File: config.mk
export PLATFORM = sky130hd
export DESIGN_NAME = div_unit_flat
export DESIGN_NICKNAME = d
export VERILOG_FILES = /design/src/rtl/div_unit_if.sv /design/src/rtl/div_unit.sv /design/src/flat_wrapper.sv
export SDC_FILE = /design/constraint.sdc
export NUM_CORES = 1
export LEC_CHECK = 0
export BUFFER_PORTS_ARGS = -buffer_cell sky130_fd_sc_hd__clkbuf_2
export CELL_PAD_IN_SITES_DETAIL_PLACEMENT = 2
export CELL_PAD_IN_SITES_GLOBAL_PLACEMENT = 2
export CORE_ASPECT_RATIO = 0.5
export CORE_MARGIN = 3
export CORE_UTILIZATION = 32
export DETAILED_ROUTE_END_ITERATION = 10
export GPL_TIMING_DRIVEN = 1
export HOLD_SLACK_MARGIN = 0.06
export PLACE_DENSITY_LB_ADDON = 0.12
export SYNTH_ARGS = -nofsm -noshare
export SYNTH_HDL_FRONTEND = slang
export SYNTH_SLANG_ARGS = --single-unit
File: constraint.sdc
create_clock -name clk -period 6.5 [get_ports clk]
set_input_delay 1.3 -clock clk [delete_from_list [all_inputs] [get_ports clk]]
set_output_delay 1.3 -clock clk [all_outputs]
set_load 0.005 [all_outputs]
File: src/rtl/div_unit_if.sv
// Handshake and operand/result bundle between the EX stage and the divider.
interface div_unit_if #(
  parameter int WIDTH = 32
);
  logic [7:0]       alucontrol;
  logic             start;
  logic             annul;
  logic [WIDTH-1:0] a;
  logic [WIDTH-1:0] b;
  logic [WIDTH-1:0] hi;
  logic [WIDTH-1:0] lo;
  logic             ready;
  logic             stall;

  modport master (
    output alucontrol, start, annul, a, b,
    input  hi, lo, ready, stall
  );

  modport slave (
    input  alucontrol, start, annul, a, b,
    output hi, lo, ready, stall
  );
endinterface

File: src/rtl/div_unit.sv
// Multi-cycle radix-2 restoring divider for DIV / DIVU.
// Quotient goes to lo, remainder to hi; stalls the pipeline while busy.
//
// state  | meaning
// IDLE   | waiting for a div op; accept is combinational and raises stall
// BUSY   | one shift/trial-subtract step per edge, WIDTH steps in total
// DONE   | result held in hi/lo, ready pulse, back to IDLE next edge
module div_unit #(
  parameter int WIDTH = 32
) (
  input  logic      clk,
  input  logic      rst,
  div_unit_if.slave bus
);

  localparam logic [7:0] EXE_DIV_OP  = 8'b00011010;
  localparam logic [7:0] EXE_DIVU_OP = 8'b00011011;
  localparam int         CW          = $clog2(WIDTH + 1);
  localparam logic [CW-1:0] LAST_ITER = CW'(WIDTH - 1);

  typedef enum logic [1:0] {
    S_IDLE,
    S_BUSY,
    S_DONE
  } state_t;

  state_t           r_state;
  state_t           w_state_nxt;
  logic [CW-1:0]    r_cnt;
  logic [WIDTH-1:0] r_rem;
  logic [WIDTH-1:0] r_quot;
  logic [WIDTH-1:0] r_divisor;
  logic [WIDTH-1:0] r_a_orig;
  logic             r_sign_a;
  logic             r_sign_b;
  logic             r_signed;
  logic             r_zero;
  logic [WIDTH-1:0] r_hi;
  logic [WIDTH-1:0] r_lo;

  logic             w_is_div;
  logic             w_signed_op;
  logic             w_accept;
  logic             w_last;
  logic [WIDTH-1:0] w_a_abs;
  logic [WIDTH-1:0] w_b_abs;
  logic [WIDTH:0]   w_shift;
  logic [WIDTH+1:0] w_trial;
  logic             w_ge;
  logic [WIDTH-1:0] w_rem_nxt;
  logic [WIDTH-1:0] w_quot_nxt;
  logic [WIDTH-1:0] w_q_fix;
  logic [WIDTH-1:0] w_r_fix;

  assign w_is_div    = (bus.alucontrol == EXE_DIV_OP) || (bus.alucontrol == EXE_DIVU_OP);
  assign w_signed_op = (bus.alucontrol == EXE_DIV_OP);
  assign w_accept    = (r_state == S_IDLE) && bus.start && w_is_div && !bus.annul;
  assign w_last      = (r_state == S_BUSY) && (r_cnt == LAST_ITER);

  assign w_a_abs = (w_signed_op && bus.a[WIDTH-1]) ? -bus.a : bus.a;
  assign w_b_abs = (w_signed_op && bus.b[WIDTH-1]) ? -bus.b : bus.b;

  // Remainder stays below the divisor, so WIDTH+1 bits of shifted remainder
  // plus one guard bit are enough to read the trial sign.
  assign w_shift    = {r_rem, r_quot[WIDTH-1]};
  assign w_trial    = {1'b0, w_shift} - {2'b00, r_divisor};
  assign w_ge       = ~w_trial[WIDTH+1];
  assign w_rem_nxt  = w_ge ? w_trial[WIDTH-1:0] : w_shift[WIDTH-1:0];
  assign w_quot_nxt = {r_quot[WIDTH-2:0], w_ge};

  // Remainder follows the dividend's sign; quotient negated on sign mismatch.
  assign w_q_fix = (r_signed && (r_sign_a ^ r_sign_b)) ? -w_quot_nxt : w_quot_nxt;
  assign w_r_fix = (r_signed && r_sign_a) ? -w_rem_nxt : w_rem_nxt;

  assign bus.stall = w_accept || (r_state == S_BUSY);
  assign bus.ready = (r_state == S_DONE) && !bus.annul;
  assign bus.hi    = r_hi;
  assign bus.lo    = r_lo;

  // State register
  always_ff @(posedge clk or posedge rst) begin
    if (rst) r_state <= S_IDLE;
    else     r_state <= w_state_nxt;
  end

  // Next-state decode; annul drops any operation in flight
  always_comb begin
    w_state_nxt = r_state;
    case (r_state)
      S_IDLE:  if (w_accept) w_state_nxt = S_BUSY;
      S_BUSY: begin
        if (bus.annul)   w_state_nxt = S_IDLE;
        else if (w_last) w_state_nxt = S_DONE;
      end
      S_DONE:  w_state_nxt = S_IDLE;
      default: w_state_nxt = S_IDLE;
    endcase
  end

  // Iteration counter: runs while BUSY, cleared otherwise
  always_ff @(posedge clk or posedge rst) begin
    if (rst)                    r_cnt <= '0;
    else if (r_state == S_BUSY) r_cnt <= r_cnt + 1'b1;
    else                        r_cnt <= '0;
  end

  // Operand capture on accept, then one restoring step per BUSY edge
  always_ff @(posedge clk or posedge rst) begin
    if (rst) begin
      r_rem     <= '0;
      r_quot    <= '0;
      r_divisor <= '0;
      r_a_orig  <= '0;
      r_sign_a  <= 1'b0;
      r_sign_b  <= 1'b0;
      r_signed  <= 1'b0;
      r_zero    <= 1'b0;
    end else if (w_accept) begin
      r_rem     <= '0;
      r_quot    <= w_a_abs;
      r_divisor <= w_b_abs;
      r_a_orig  <= bus.a;
      r_sign_a  <= bus.a[WIDTH-1];
      r_sign_b  <= bus.b[WIDTH-1];
      r_signed  <= w_signed_op;
      r_zero    <= (bus.b == '0);
    end else if (r_state == S_BUSY) begin
      r_rem     <= w_rem_nxt;
      r_quot    <= w_quot_nxt;
    end
  end

  // Result registers: loaded on the final iteration unless annulled
  always_ff @(posedge clk or posedge rst) begin
    if (rst) begin
      r_hi <= '0;
      r_lo <= '0;
    end else if (w_last && !bus.annul) begin
      r_hi <= r_zero ? r_a_orig : w_r_fix;
      r_lo <= r_zero ? '1       : w_q_fix;
    end
  end

endmodule

File: src/flat_wrapper.sv
// flat-port wrapper written by rule: the top's interface ports become plain ports
module div_unit_flat 
#(
  parameter int WIDTH = 32
)
  (clk, rst, bus_alucontrol, bus_start, bus_annul, bus_a, bus_b, bus_hi, bus_lo, bus_ready, bus_stall);
  div_unit_if #(.WIDTH(WIDTH)) bus_i ();
  input  logic clk;
  input  logic rst;
  input wire logic [$bits(bus_i.alucontrol)-1:0] bus_alucontrol;
  input wire logic [$bits(bus_i.start)-1:0] bus_start;
  input wire logic [$bits(bus_i.annul)-1:0] bus_annul;
  input wire logic [$bits(bus_i.a)-1:0] bus_a;
  input wire logic [$bits(bus_i.b)-1:0] bus_b;
  output wire logic [$bits(bus_i.hi)-1:0] bus_hi;
  output wire logic [$bits(bus_i.lo)-1:0] bus_lo;
  output wire logic [$bits(bus_i.ready)-1:0] bus_ready;
  output wire logic [$bits(bus_i.stall)-1:0] bus_stall;
  assign bus_i.alucontrol = bus_alucontrol;
  assign bus_i.start = bus_start;
  assign bus_i.annul = bus_annul;
  assign bus_i.a = bus_a;
  assign bus_i.b = bus_b;
  assign bus_hi = bus_i.hi;
  assign bus_lo = bus_i.lo;
  assign bus_ready = bus_i.ready;
  assign bus_stall = bus_i.stall;
  div_unit #(.WIDTH(WIDTH)) u_core (.clk(clk), .rst(rst), .bus(bus_i));
endmodule
==> results.cfg <==
[place]
gp_congestion = 0.875
post-place-ws_ns = 1.21
hpwl_um = 38900
io_buffers = 141
placed_cell_area_um2 = 14800

[detailed_routing]
avgRoutedWirePerCell_um = 21.7
drc = 0
ant_nets = 0
viasPerCell = 5.47
first_pass_iters = 5
wirelength_um = 51500
routed-via-count = 13000
drtIter0Drc = 635

[clocking]
ctsHoldBuffers = 0
cts-root-buf = clkbuf_16
insertion_delay_ns = 0.56
post_cts_buffers = 0
cts_tree = yes
cts_htree_levels = 1
cts_buffers = 23
post_cts_resized = 0
ctsLongestPathBuffers = 3
cts.sinks = 203
clk_pin_slew_ns = 0.06

[yosys]
synth_fp_nets = 1821
synthFlopType = dfrtp_1
ys_seq_elements = 203
synthTopCellsByArea = dfrtp_1, nand2_1, xnor2_1
syn_avg_cell_area_um2 = 8.00
synth_common_cells = nand2_1, dfrtp_1, nor2_1
seq_area_frac_synth_pct = 37.2
ys_warn_count = 0
synth.cell_area_um2 = 13700
synth_top_cell_by_area = dfrtp_1
yosysMostFrequentCell = nand2_1
synth_top_cell_area_share_pct = 37.2
synthCells = 1707
async_flop_share_pct = 100
synth_enable_flop_cells = 0
synth_cell_types = 85

[global_route]
grt_use_total_pct = 22.3
antenna_found_initial = 2
grt-ovfl-total = 0
grt_start_max_net_pins = 164
grt_pass1_vias = 14000
grt_pass1_wl_um = 82200

[cells_and_area]
fill_cells = 4753
finalInstanceArea_um2 = 15500
nNetsFinal = 1904
area_growth_syn_to_layout_pct = 13.6
fin_util_pct = 37.6
drive_gt1_share_pct = 12.2

[worst_setup_path]
worstReg2RegStart = u_core.r_rem[17]
critPathLaunchType = flop
crit_end = u_core.bus.hi[24]
r2r-end = u_core.bus.hi[24]
critPathSlowestCell = nor4_1
reg2reg_depth = 16
worstSetupEndpointType = flop
cp-startpoint = u_core.r_rem[17]
path_cells = ha_1 > a21o_1 > a21boi_1 > o21ai_1 > a221oi_4 > nand3_2 > o21ai_0 > ha_1 > nand2_1 > nor4_1 > nand3_2 > o41a_1 > nor4_1 > a41oi_1 > xor2_1 > a21oi_1
cp.required_ns = 6.97
max_stage_delay_ns = 0.50
arrival_ns = 5.83
criticalPathCategory = flop to flop
path_max_fanout = 12
rrSetupSlack_ns = 1.15

[die]
boundaryPins = 142
die-area_um2 = 45300
die_h_um = 152
die_width_um = 298
fp-row-count = 52
initial_utilization_pct = 33.1
placeableCoreArea_um2 = 41200

[timing]
finalSetupTns_ns = 0
fin_crit_ns = 5.35
hold_viol = 0
slew_viol_final = 0
fmax_ghz = 0.187
worst_slew_pin_slew_ns = 1.18
fin_ws_ns = 1.15
fin_crit_sh_pct = 82.4
rsz0062_at_grt = no
relSlewSlack_pct = 21.7
clock_skew_ns = 0.0237
setup_viol = 0
timing.hold.ws_ns = 0.479

[run]
drv_cap = 0

[pwr]
leakagePower_nw = 6.55
peakVddDrop_uv = 186
powerDensity_nw_per_um2 = 286

[run_status]
outcome = finished clean

[hold_path]
min_path_type = flop to flop
## sequential cells by signal, indices dropped and copies added, names as in the netlist
signal	flops
u_core.bus.hi	32
u_core.bus.lo	32
u_core.r_a_orig	31
u_core.r_cnt	6
u_core.r_divisor	32
u_core.r_quot	32
u_core.r_rem	32
u_core.r_sign_a	1
u_core.r_sign_b	1
u_core.r_signed	1
u_core.r_state	2
u_core.r_zero	1
## through the flow
stage | total power, W | cells
finish | 0.00444 | 2371
global route | 0.00471 | 2371
CTS | 0.00447 | 2370
detailed placement | 0.00316 | 2332
global placement | 0.00309 | 2332
floorplan | 0.00261 | 1707
## cell families (layout without fill, tap and decap cells)
logic type / count (synthesis) / after routing / share of synthesized area (%)
AND/OR/NAND/NOR: 686 / 686 / 22.5
AO/OA/AOI/OAI: 449 / 449 / 20.6
flip-flops: 203 / 203 / 37.2
buffers and inverters: 158 / 254 / 4.75
XOR/XNOR: 139 / 139 / 8.92
adder cells (fa/ha/maj): 38 / 38 / 3.54
multiplexers: 34 / 34 / 2.53
other: 0 / 1 / 0
## worst min-delay path by stage
stage	start	end	slack, ns	depth (start not counted)
2_1_floorplan	u_core.r_cnt[0]	u_core.r_cnt[0]	0.43	1
3_3_place_gp	u_core.r_cnt[0]	u_core.r_cnt[0]	0.44	1
3_5_place_dp	u_core.r_a_orig[30]	u_core.r_a_orig[30]	0.46	1
4_1_cts	u_core.r_a_orig[30]	u_core.r_a_orig[30]	0.48	1
5_1_grt	u_core.r_a_orig[30]	u_core.r_a_orig[30]	0.50	1
6_report	u_core.r_cnt[0]	u_core.r_cnt[0]	0.48	1
## layer usage
| layer | global-route usage [%] | part of all wire, % | up-vias |
|---|---|---|---|
| met3 | 2.91 | 3.2 | 36 |
| li1 | - | - | 6139 |
| met1 | 32.3 | 50 | 6612 |
| met4 | 3.46 | 1.1 | 0 |
| met2 | 36.3 | 46 | 187 |
| met5 | 0 | 0 | - |
## cell type report
type	instances	area (um^2)	area share (%)
Inverter	61	233	1.50
Tap cell	567	709	4.57
Clock buffer	31	626	4.03
Timing Repair Buffer	155	823	5.31
Antenna cell	1	2.50	0.0161
Multi-Input combinational cell	1346	7970	51.3
Sequential cell	203	5080	32.7
Clock inverter	7	75.1	0.484
## cells in the final DEF, fill, tap and decap left out, types with 45 or more instances in the layout
cell        n
nor2_1    171
nand3_1    45
xor2_1     62
dfrtp_1   203
xnor2_1    77
clkbuf_2  141
o21ai_0   131
nand2_1   308
a31oi_1    55
inv_1      57
a21oi_1   122
## power breakdown
part / internal (W) / switching [W] / leakage (nW)
logic: 0.000536 / 0.00107 / 3.78
registers: 0.00138 / 0.000177 / 2.42
clock network: 0.000715 / 0.000566 / 0.348
total: 0.00263 / 0.00181 / 6.55
## worst max-delay path: cells and delay by family, from the launching register on
kind / cells / cell delay, ns
AOI/OAI and AO/OA: 8 / 2.29
DFF: 1 / 0.45
xor gates and xnor gates: 1 / 0.21
adders and majority gates: 2 / 0.74
and+or+nand+nor: 5 / 1.57
(Power assumes the default switching activity.)
